`src/rtl/mdu_pkg.sv`:
```
// Shared types and helpers for the multiply/divide unit.
// The enum, widths and negation helper are used by the divider controller.
package mdu_pkg;

  typedef enum logic [1:0] {
    IDLE = 2'd0,
    CALC = 2'd1,
    FIX  = 2'd2,
    DONE = 2'd3
  } div_state_t;

  localparam int DIV_WIDTH = 32;
  localparam int DIV_ITER  = 32;
  // Widest operand the negation helper supports; callers zero-extend and truncate.
  localparam int TWOS_W    = 64;

  function automatic logic [TWOS_W-1:0] twos_neg(input logic [TWOS_W-1:0] v);
    return ~v + TWOS_W'(1);
  endfunction

endpackage

```
`src/rtl/div_step.sv`:
```
// One combinational radix-2 restoring division step on {rem, quo}.
// The remainder entering a step is always below the divisor, so WIDTH+2 bits hold the trial.
module div_step #(
  parameter int WIDTH = 32
) (
  input  logic [WIDTH:0]   i_rem,
  input  logic [WIDTH-1:0] i_quo,
  input  logic [WIDTH-1:0] i_divisor,
  output logic [WIDTH:0]   o_rem,
  output logic [WIDTH-1:0] o_quo
);

  logic [WIDTH+1:0] w_shift;
  logic [WIDTH+1:0] w_trial;
  logic             w_fits;

  assign w_shift = {i_rem, i_quo[WIDTH-1]};
  assign w_trial = w_shift - {2'b00, i_divisor};
  assign w_fits  = ~w_trial[WIDTH+1];

  assign o_rem = w_fits ? w_trial[WIDTH:0] : w_shift[WIDTH:0];
  assign o_quo = {i_quo[WIDTH-2:0], w_fits};

endmodule

```
`src/rtl/mdu_div_ctrl.sv`:
```
// Iterative DIV/DIVU controller: sign handling, restoring loop, stall and HI/LO result registers.
// Handshake: start is taken when busy=0; done pulses one cycle with q_out/r_out valid from then on.
module mdu_div_ctrl
  import mdu_pkg::*;
#(
  parameter int WIDTH = DIV_WIDTH,
  parameter int CNT_W = 6
) (
  input  logic             clk_sig,
  input  logic             rst_sig,
  input  logic             start,
  input  logic             is_unsigned,
  input  logic [WIDTH-1:0] op_a,
  input  logic [WIDTH-1:0] op_b,
  output logic             busy,
  output logic             stall,
  output logic             done,
  output logic             div_by_zero,
  output logic [WIDTH-1:0] q_out,
  output logic [WIDTH-1:0] r_out,
  output div_state_t       dbg_state
);

  div_state_t       r_state;
  div_state_t       w_next_state;
  logic [WIDTH:0]   r_rem;
  logic [WIDTH:0]   w_step_rem;
  logic [WIDTH-1:0] r_quo;
  logic [WIDTH-1:0] w_step_quo;
  logic [WIDTH-1:0] r_abs_b;
  logic [WIDTH-1:0] w_abs_a;
  logic [WIDTH-1:0] w_abs_b;
  logic [WIDTH-1:0] w_q_fix;
  logic [WIDTH-1:0] w_r_fix;
  logic [WIDTH-1:0] r_q_out;
  logic [WIDTH-1:0] r_r_out;
  logic [CNT_W-1:0] r_cnt;
  logic             r_neg_q;
  logic             r_neg_r;
  logic             r_dbz;
  logic             w_signed;
  logic             w_b_zero;
  logic             w_accept;
  logic             w_last;

  assign w_signed = ~is_unsigned;
  assign w_b_zero = (op_b == '0);
  assign busy     = (r_state == CALC) || (r_state == FIX);
  assign w_accept = start & ~busy;
  assign stall    = busy | (w_accept & ~w_b_zero);
  assign done     = (r_state == DONE);
  assign w_last   = (r_cnt == CNT_W'(WIDTH - 1));

  assign w_abs_a = (w_signed & op_a[WIDTH-1]) ? WIDTH'(twos_neg(TWOS_W'(op_a))) : op_a;
  assign w_abs_b = (w_signed & op_b[WIDTH-1]) ? WIDTH'(twos_neg(TWOS_W'(op_b))) : op_b;
  // Final remainder is below |b| so its top bit is always clear here.
  assign w_q_fix = r_neg_q ? WIDTH'(twos_neg(TWOS_W'(r_quo))) : r_quo;
  assign w_r_fix = r_neg_r ? WIDTH'(twos_neg(TWOS_W'(r_rem[WIDTH-1:0]))) : r_rem[WIDTH-1:0];

  assign div_by_zero = r_dbz;
  assign q_out       = r_q_out;
  assign r_out       = r_r_out;
  assign dbg_state   = r_state;

  div_step #(.WIDTH(WIDTH)) u_step (
    .i_rem     (r_rem),
    .i_quo     (r_quo),
    .i_divisor (r_abs_b),
    .o_rem     (w_step_rem),
    .o_quo     (w_step_quo)
  );

  always_ff @(posedge clk_sig or posedge rst_sig) begin
    if (rst_sig) r_state <= IDLE;
    else         r_state <= w_next_state;
  end

  always_comb begin
    w_next_state = r_state;
    case (r_state)
      IDLE, DONE: begin
        if (start)              w_next_state = w_b_zero ? DONE : CALC;
        else                    w_next_state = IDLE;
      end
      CALC:    if (w_last)      w_next_state = FIX;
      FIX:                      w_next_state = DONE;
      default:                  w_next_state = IDLE;
    endcase
  end

  always_ff @(posedge clk_sig or posedge rst_sig) begin
    if (rst_sig) begin
      r_rem   <= '0;
      r_quo   <= '0;
      r_abs_b <= '0;
      r_cnt   <= '0;
      r_neg_q <= 1'b0;
      r_neg_r <= 1'b0;
      r_dbz   <= 1'b0;
      r_q_out <= '0;
      r_r_out <= '0;
    end else if (w_accept) begin
      r_rem   <= '0;
      r_quo   <= w_abs_a;
      r_abs_b <= w_abs_b;
      r_cnt   <= '0;
      r_neg_q <= w_signed & (op_a[WIDTH-1] ^ op_b[WIDTH-1]);
      r_neg_r <= w_signed & op_a[WIDTH-1];
      r_dbz   <= w_b_zero;
      if (w_b_zero) begin
        r_q_out <= '1;
        r_r_out <= op_a;
      end
    end else if (r_state == CALC) begin
      r_rem <= w_step_rem;
      r_quo <= w_step_quo;
      r_cnt <= r_cnt + CNT_W'(1);
    end else if (r_state == FIX) begin
      r_q_out <= w_q_fix;
      r_r_out <= w_r_fix;
    end
  end

endmodule

```
`config.mk`:
```
export PLATFORM = sky130hd
export DESIGN_NAME = mdu_div_ctrl
export DESIGN_NICKNAME = d
export VERILOG_FILES = /design/src/rtl/mdu_pkg.sv /design/src/rtl/div_step.sv /design/src/rtl/mdu_div_ctrl.sv
export SDC_FILE = /design/constraint.sdc
export NUM_CORES = 1
export LEC_CHECK = 0
export BUFFER_PORTS_ARGS = -buffer_cell sky130_fd_sc_hd__buf_2
export CORE_MARGIN = 8
export CORE_UTILIZATION = 60
export CTS_BUF_LIST = sky130_fd_sc_hd__clkbuf_16
export DETAILED_ROUTE_END_ITERATION = 8
export PLACE_DENSITY = 0.82
export SLEW_MARGIN = 20
export SYNTH_ARGS = -nofsm -noshare
export SYNTH_HDL_FRONTEND = slang
export SYNTH_SLANG_ARGS = --single-unit
export TNS_END_PERCENT = 1
```
`constraint.sdc`:
```
create_clock -name clk_sig -period 16 [get_ports clk_sig]
set_input_delay 4.8 -clock clk_sig [delete_from_list [all_inputs] [get_ports clk_sig]]
set_output_delay 4.8 -clock clk_sig [all_outputs]
set_load 0.05 [all_outputs]
```
# After elaboration in Yosys (flattened, before gate mapping)
# Cells that the tools add are included.
[totals] wordCells=68 out_inout_bits=70 regBits=172 latchBits=0 inputBits=68 ramBits=0 mem_bits_ro=0 memories=0
[op_classes] n_reduce_logical=7 add_sub_neg=6 div_mod_pow=0 multipliers=0 n_eq_ne=7 bitwise_logic=15 mux=23 n_lt_le_gt_ge=0 shifts=0
[ops] op="$mux W32" count=14
[ops] op="$add A32 B1 Y32 const B" count=4
[ops] op="$not A32 Y32" count=4
[ops] op="$mux W33" count=3
[ops] op="$sub A34 B32 Y34" count=1
[ops] op="$logic_not A32 Y1" count=1
[ops] op="$mux W6" count=2
[ops] op="$add A6 B1 Y6 const B" count=1
[ops] op="$eq A6 B5 Y1 const B" count=1
[ops] op="$mux W2" count=3
[ops] op="$ne A2 B2 Y1 const B" count=3
[ops] op="$pmux W2 S3" count=1
[ops] op="$and A1 B1 Y1" count=5
[ops] op="$eq A2 B2 Y1 const B" count=2
[ops] op="$not A1 Y1" count=4
[ops] op="$reduce_bool A2 Y1" count=2
[ops] op="$reduce_and A3 Y1" count=1
[ops] op="$eq A2 B1 Y1 const B" count=1
[ops] op="$logic_not A2 Y1" count=1
[ops] op="$reduce_or A2 Y1" count=1
[ops] op="$logic_or A1 B1 Y1" count=1
[ops] op="$or A1 B1 Y1" count=1
[ops] op="$xor A1 B1 Y1" count=1

# Longest topological paths before layout
# Gate-level depths: netlist (run 1).
[depth] word_depth=6 depth_mapped=13 mapped_depth_nobuf=13

# Cells and area by module
# Synthesis (run 1) repeated with hierarchy kept, for this count alone.
[unflattened] cells_unflattened=1427 area_unflattened_um2=12171.7
[modules_own_cells] module="mdu_div_ctrl" area_each_um2=9760.6 instances=1 cells_per_inst=1067 seq_area_each_um2=4304.1
[modules_own_cells] module="div_step" area_each_um2=2411.1 instances=1 cells_per_inst=360 seq_area_each_um2=0.0

# Worst setup path before layout (run 1)
# OpenSTA, ideal clock, no wires.
[synth_path] kind="input port to output port" from="in op_b[6]" to="out stall" cell_stages=8 path_slack_ns=4.654 required_ns=11.200 t_arrival_ns=6.546 path_cell_list="or4_4 -> nor4_2 -> and3b_1 -> nor2b_1 -> and3_1 -> buf_2 -> nand2_1 -> a21o_1"
[synth_via] elab_chain_len=4
[synth_rtl] item="from (decl)" line_no="mdu_div_ctrl.sv:14" source="input logic [WIDTH-1:0] op_b,"
[synth_rtl] item="$logic_not A32 Y1" line_no="mdu_div_ctrl.sv:47" source="assign w_b_zero = (op_b == '0);"
[synth_rtl] item="$not A1 Y1" line_no="mdu_div_ctrl.sv:50" source="assign stall = busy | (w_accept & ~w_b_zero);"
[synth_rtl] item="$and A1 B1 Y1" line_no="mdu_div_ctrl.sv:50"
[synth_rtl] item="$or A1 B1 Y1" line_no="mdu_div_ctrl.sv:50"
[synth_rtl] item="to (decl)" line_no="mdu_div_ctrl.sv:16" source="output logic stall,"
# Every way passes these cells.

# Worst setup path after layout (run 1)
[layout_path] from="in op_b[2]" to="out stall"
# The elaborated chain is that of the path after synthesis.

==> results of run 1 <==
[final cells by class]
class                      instances  area, um2
sequential                       172       4300
multi-input combinational       1091       6850
antenna                            3       7.51
timing repair buffer             145        746
fill                            1607       6260
clock inverter                    15        144
tap                              265        332
inverter                          52        200
clock buffer                      17        425
[metrics by stage]
stage / hold slack (ns) / setup WS [ns]
final: 0.478 / 4.10
after global routing: 0.506 / 3.96
after CTS: 0.482 / 4.10
after detailed placement: 0.465 / 4.12
after global placement: 0.461 / 4.19
after floorplan: 0.450 / 4.65
[final timing paths]
| check | end | slack (ns) | cells past startpoint |
|---|---|---|---|
| hold / removal | r_out[8] | 0.48 | 2 |
| min in group asynchronous | q_out[23] | 4.53 | 2 |
| max in group asynchronous | r_rem[20] | 10.07 | 3 |
| setup / recovery | stall | 4.10 | 9 |
| setup reg to reg | r_rem[31] | 12.48 | 10 |
| hold reg to reg | r_out[8] | 0.48 | 2 |
[registers in the layout, summed over array words and instances (netlist names)]
signal / flops
r_out: 32
r_rem: 33
div_by_zero: 1
r_cnt: 6
r_quo: 32
r_abs_b: 32
q_out: 32
dbg_state: 2
r_neg_r: 1
r_neg_q: 1
[kinds of logic (layout without fill, tap and decap cells)]
kind of cell	Yosys count	after routing	share of synthesized area, %
adder cells (fa/ha/maj)	41	41	4.47
AO/OA/AOI/OAI	441	441	22.0
multiplexers	42	42	3.62
flip-flops	172	172	37.0
other	0	3	0
buffers and inverters	129	229	4.43
XOR/XNOR	152	152	11.4
AND/OR/NAND/NOR	415	415	17.0
[cell usage after synthesis (11+ instances only)]
cell      count  area, um2
xor2_1       94        823
or3_1        24        150
inv_1        52        195
nor2_1      121        454
nor4_1       11       68.8
mux2i_1      41        410
a21o_1       11       82.6
clkbuf_1     54        203
nand2_1     155        582
nand4_1      11       68.8
a21oi_1     149        746
xnor2_1      58        508
nor2b_1      16        100
o21ai_0     158        791
dfrtp_1     172       4300
nor3_1       12       60.1
a211oi_1     12       90.1
ha_1         40        500
o31ai_1      22        165
nand2b_1     12       75.1
o21ai_1      23        115
o41ai_1      11       96.3
[metal layers]
metal | wire, um | vias to the layer above
met5 | 0 | -
met4 | 1080 | 0
met3 | 1650 | 58
met2 | 14800 | 362
met1 | 13500 | 4924
li1 | - | 5071
[worst max-delay path: cells and delay by family]
kind                   cells  cell delay, ns
buffers and inverters      2            0.32
and+or+nand+nor            6            1.77
AOI/OAI and AO/OA          1            0.19
==> metrics.md, run 1 <==
| Metric | Value |
|---|---|
| Status | `completed` |
| Post-synth ARST share | `100%` |
| Most common cell after layout, fill and taps aside | `dfrtp_1` |
| Drc violations | `0` |
| NumNets Final | `between 1500 and 2000` |
| Height of the die | `roughly 160 um` |
| Max H-tree Level | `4` |
| Port Buffer Count | `~140` |
| GRT met3 Usage | `between 3 and 4%` |
| Post-synth top flop | `dfrtp_1` |
| Worst setup SP type | `primary input` |
| Final GP Congestion | `between 0.9 and 1` |
| GRT Total Usage | `a little over a quarter` |
| Initial core utilization | `60.4%` |
| Vias per inst | `between 5 and 6` |
| Sum Neg Setup Slack | `0 ns` |
| CP startpoint | `op_b[2]` |
| CTS tree | `done` |
| Grt total ovfl | `0` |
| Flops & latches, synth | `about 170` |
| Sequential fraction of the synthesis area | `between 30% and 40%` |
| CTS buffer count | `17` |
| Min-Delay Path Class | `reg -> reg` |
| Post-CTS setup buffer count | `0` |
| Row count | `between 50 and 60` |
| Hpwl dp | `roughly 23000 um` |
| Syn Area/Cell | `approximately 8.4 um2` |
| Placed instance count | `approximately 1700` |
| Crit-path cells | `buf_2 > or3_1 > nor3b_2 > and3b_1 > nor2b_1 > and3_1 > nand2_1 > a21o_1 > buf_2` |
| Non-filler cells in the finished layout | `roughly 1800` |
| Slew margin rel. | `33.2%` |
| Final slew viol count | `0` |
| Synth warnings | `0` |
| Largest net degree at the start of global routing | `110` |
| Crit path top cell by count | `buf_2` |
| Post-synth net total | `between 1500 and 2000` |
| Clk_skew | `around 0.014 ns` |
| DR vias | `between 10000 and 15000` |
| Busiest grt layer | `met2` |
| Post-synth EDFFs | `0` |
| Wire length per cell | `around 18 um` |
| Period utilization | `about 74%` |
| CP Max Fanout | `7` |
| Reg2Reg Launch Point | `r_rem[19]` |
| Vias in the first global route | `around 10000` |
| Post-layout util | `roughly 68%` |
| Kind of end point of the critical path | `primary output` |
| Met2 usage | `a little over two fifths` |
| Area grow syn2layout | `11.8%` |
| Peak Freq | `between 80 and 90 MHz` |
| Die X | `between 150 and 200 um` |
| Cell variety after synth | `65` |
| CP max stage delay | `around 0.45 ns` |
| Most frequent cells in the layout | `dfrtp_1, o21ai_0, nand2_1, a21oi_1, buf_2` |
| Placement Cell Area | `12400 um2` |
| Clk sinks | `approximately 170` |
| Max_cap viols | `0` |
| Fraction of layout cells with a size suffix above 1 | `a little over an eighth` |
| Slew @ Worst Pin | `1.00 ns` |
| WS Path Type | `in -> out` |
| IO Count | `between 100 and 150` |
| Final count of hold timing violations | `0` |
| Hold Startpoint | `r_out[8]` |
| Synth Cell Area | `between 10000 and 15000 um2` |
| Initial antenna violation count | `1` |
| RSZ-0062 raised after global routing | `false` |
| First-pass GRT wire length | `between 50000 and 60000 um` |
| Met1 GRT Util | `~34%` |
| WL final | `slightly above 30000 um` |
| WP data arrival | `slightly above 7 ns` |
| Req. time, crit path | `11.20 ns` |
| Clock transition at the registers of the reported paths | `~0.07 ns` |
| Critical path's slowest cell | `and3_1` |
| Total die area | `24100 um2` |
| DRT antenna net count | `0` |
| Final min period | `~12 ns` |
| Mapped Cells | `1392` |
| 1st-iter DRT viols | `between 800 and 900` |
| Clk buf depth | `2` |
| Hold buffers post-CTS | `0` |
| Final setup viols | `0` |
| Final instance area | `~13000 um2` |
| Core area | `~19000 um2` |
| Drt pass-1 iters | `5` |
| CTS root buf | `clkbuf_16` |
| PostCTS Resize Cnt | `0` |
| Latest clock arrival within the worst-skew pair | `between 0.4 and 0.5 ns` |
Power of run 1 is not shown: default switching activity piles up to over one toggle a cycle in this logic, so the estimate is an artifact.
==> run 2, diff against run 1 <==
- ABC_AREA: unset -> 1
- CORE_UTILIZATION: 60 -> 55
- PLACE_DENSITY: 0.82 -> 0.78
- clock period: 16 -> 10.5 ns (I/O delays scaled with it)
==> metrics.md, run 2 <==
| Metric | Value |
|---|---|
| Status | `completed` |
| Reg2Reg Launch Point | `dbg_state[0]` |
| Min-Delay Path Class | `reg -> reg` |
| IO Count | `138 (unchanged)` |
| Leak | `slightly above 0.008 uW` |
| First-pass GRT wire length | `70800 um (+37%)` |
| RSZ-0062 raised after global routing | `false` |
| CTS buffer count | `17 (unchanged)` |
| Grt total ovfl | `0 (unchanged)` |
| CTS root buf | `clkbuf_16` |
| Top cells by count, synth | `nand2_1, inv_1, nand3_1` |
| CP startpoint | `op_b[0]` |
| Fraction of layout cells with a size suffix above 1 | `10.6% (-3.1 points)` |
| Top cell type's share of synthesized area | `31.2% (-5.8 points)` |
| DRT antenna net count | `0 (unchanged)` |
| Initial core utilization | `55.4% (-5.0 points)` |
| Sw Ratio | `55.5%` |
| Worst setup SP type | `primary input` |
| Clock power share | `about 14%` |
| GRT Total Usage | `28.8% (+2.4 points)` |
| Clk buf depth | `2 (unchanged)` |
| CP Max Fanout | `5 (-2)` |
| P_sw | `2480 uW` |
| Reg2reg path depth | `14 (+4)` |
| Sequential fraction of the synthesis area | `31.2% (-5.8 points)` |
| Sum Neg Setup Slack | `0 ns (unchanged)` |
| Gate power share | `61.6%` |
| Final min period | `7.76 ns` |
| GRT met3 Usage | `4.40% (+1.0 points)` |
| Post-synth top flop | `dfrtp_1` |
| CTS tree | `done` |
| Slew margin rel. | `29.6% (-3.6 points)` |
| N_diodes | `0 (-3)` |
| Min Hold Slack | `0.480 ns (+0.00283 ns)` |
| Drt pass-1 iters | `6 (+1)` |
| Pwr Density | `about 290 nW/um2` |
| Peak Freq | `~130 MHz` |
| Period utilization | `73.9%` |
| Mapped Cells | `2151 (+55%)` |
| Synth warnings | `0 (unchanged)` |
| Most common cell after layout, fill and taps aside | `nand2_1` |
| Reg power frac | `24.3%` |
| Hpwl dp | `34700 um (+51%)` |
| PostCTS Resize Cnt | `0 (unchanged)` |
| Hold buffers post-CTS | `0 (unchanged)` |
| Max_cap viols | `0 (unchanged)` |
| Final GP Congestion | `0.987 (+8.3%)` |
| Synth Cell Area | `13800 um2 (+18%)` |
| Latest clock arrival within the worst-skew pair | `0.45 ns (about the same)` |
| Wire length per cell | `17.2 um (-2.7%)` |
| Post-synth net total | `2260 (+51%)` |
| Flops & latches, synth | `172 (unchanged)` |
| Kind of end point of the critical path | `primary output` |
| Largest net degree at the start of global routing | `110 (unchanged)` |
| WP data arrival | `4.61 ns (-2.49 ns)` |
| Req. time, crit path | `7.35 ns (-3.85 ns)` |
| Most frequent cells in the layout | `nand2_1, inv_1, nand3_1, nor2_1, dfrtp_1` |
| Post-synth ARST share | `100% (unchanged)` |
| Die X | `174 um (+12%)` |
| Worst vdd ir | `approximately 0.00018 V` |
| Met1 GRT Util | `38.4% (+4.3 points)` |
| Post-CTS setup buffer count | `0 (unchanged)` |
| Worst hold stages | `2 (unchanged)` |
| Drc violations | `0 (unchanged)` |
| Core area | `24900 um2 (+29%)` |
| Pint | `between 1500 and 2000 uW` |
| Final slew viol count | `0 (unchanged)` |
| WS Path Type | `in -> out` |
| WL final | `44400 um (+43%)` |
| Area grow syn2layout | `10.0%` |
| Initial antenna violation count | `0 (-1)` |
| Total die area | `30400 um2 (+26%)` |
| Busiest grt layer | `met2` |
| Final count of hold timing violations | `0 (unchanged)` |
| Height of the die | `174 um (+12%)` |
| Post-synth EDFFs | `0 (unchanged)` |
| Cell variety after synth | `54 (-17%)` |
| Hold Startpoint | `r_out[13]` |
| Largest cells by area after synthesis | `dfrtp_1, nand2_1, inv_1` |
| Vias per inst | `5.62 (-5.0%)` |
| Vias in the first global route | `13505 (+33%)` |
| Slew @ Worst Pin | `1.06 ns (+0.0543 ns)` |
| Final setup viols | `0 (unchanged)` |
| Clk_skew | `0.0219 ns (+0.00761 ns)` |
| Port Buffer Count | `137 (unchanged)` |
| Top reg by flops | `r_rem` |
| Clock transition at the registers of the reported paths | `0.08 ns (about the same)` |
| Max FFs per register | `33 (unchanged)` |
| NumNets Final | `2352 (+48%)` |
| Met2 usage | `45.8% (+1.9 points)` |
| Cell accounting for the most synthesized area | `dfrtp_1` |
| 1st-iter DRT viols | `1739 (+100%)` |
| Syn Area/Cell | `6.41 um2 (-23%)` |
| Most numerous cell in the Yosys netlist | `nand2_1` |
| Clk sinks | `172 (unchanged)` |
| Row count | `58 (+14%)` |
| Max H-tree Level | `4 (unchanged)` |
| DR vias | `14532 (+40%)` |
[run 2: changes by cell type after synthesis, moves of 23 or more]
cell,before,now
nand2_1,155,621
inv_1,52,325
nand3_1,10,239
a21oi_1,149,66
nor2_1,121,198
xor2_1,94,39
o21ai_0,158,113
mux2i_1,41,1
xnor2_1,58,19
o22ai_1,1,33
or3_1,24,0
nand4_1,11,34
[run 2: power groups by stage]
stage	Clock, uW	Combinational, uW	Sequential [uW]
after floorplan	0	1740	1370
after global placement	0	2670	1090
after detailed placement	0	2710	1090
after CTS	631	2720	1080
after global routing	660	3030	1110
final	629	2750	1090
[run 2: final timing paths]
kind / endpoint / slack [ns]
worst max-delay path: stall / 2.74
worst min-delay path: r_out[13] / 0.48
worst max register to register: q_out[19] / 6.29
worst min register to register: r_out[13] / 0.48
max in group asynchronous: r_neg_r / 6.12
min in group asynchronous: r_out[18] / 2.93
[run 2: logic make-up after synthesis]
| logic type | Yosys count | share of synthesized area, % |
|---|---|---|
| simple gates | 1199 | 38.3 |
| buf+inv | 406 | 11.7 |
| compound gates | 274 | 11.2 |
| flops | 172 | 31.2 |
| xor+xnor | 58 | 3.69 |
| fa+ha+maj | 41 | 3.78 |
| mux | 1 | 0.0726 |
[run 2: layout make-up]
| cell class | instances | area [um2] |
|---|---|---|
| clock inverters | 15 | 146 |
| repair buffers | 145 | 746 |
| multi-input cells | 1573 | 7870 |
| well taps | 330 | 413 |
| flip-flops and latches | 172 | 4310 |
| inverters | 334 | 1260 |
| clock buffers | 17 | 425 |
| fillers | 2429 | 9730 |
[run 2: routing by layer]
metal  part of all wire [%]  up-vias
met5                      0        -
met4                    3.8        0
met3                    7.8       89
met2                     45      639
met1                     43     6707
li1                       -     7097
[run 2: stage by stage]
step	cell area (um2)	total power (uW)	instances	utilization [%]	setup slack, ns
2_1_floorplan	13800	3110	2151	-	2.69
3_5_place_dp	14600	3800	2554	58.6	2.78
5_1_grt	15200	4800	2586	60.9	2.62
3_3_place_gp	14600	3750	2554	58.6	2.82
4_1_cts	15200	4440	2586	60.9	2.77
6_report	15200	4460	2586	60.9	2.74
[run 2: critical path: stages]
cell	delay, ns
buf_2	0.11
inv_1	0.06
ha_1	0.17
nand3_1	0.15
nor2_2	0.24
nand2_1	0.13
o21ai_1	0.28
nand2_1	0.08
buf_2	0.22
Note: power is estimated with default switching activity, not from simulation.
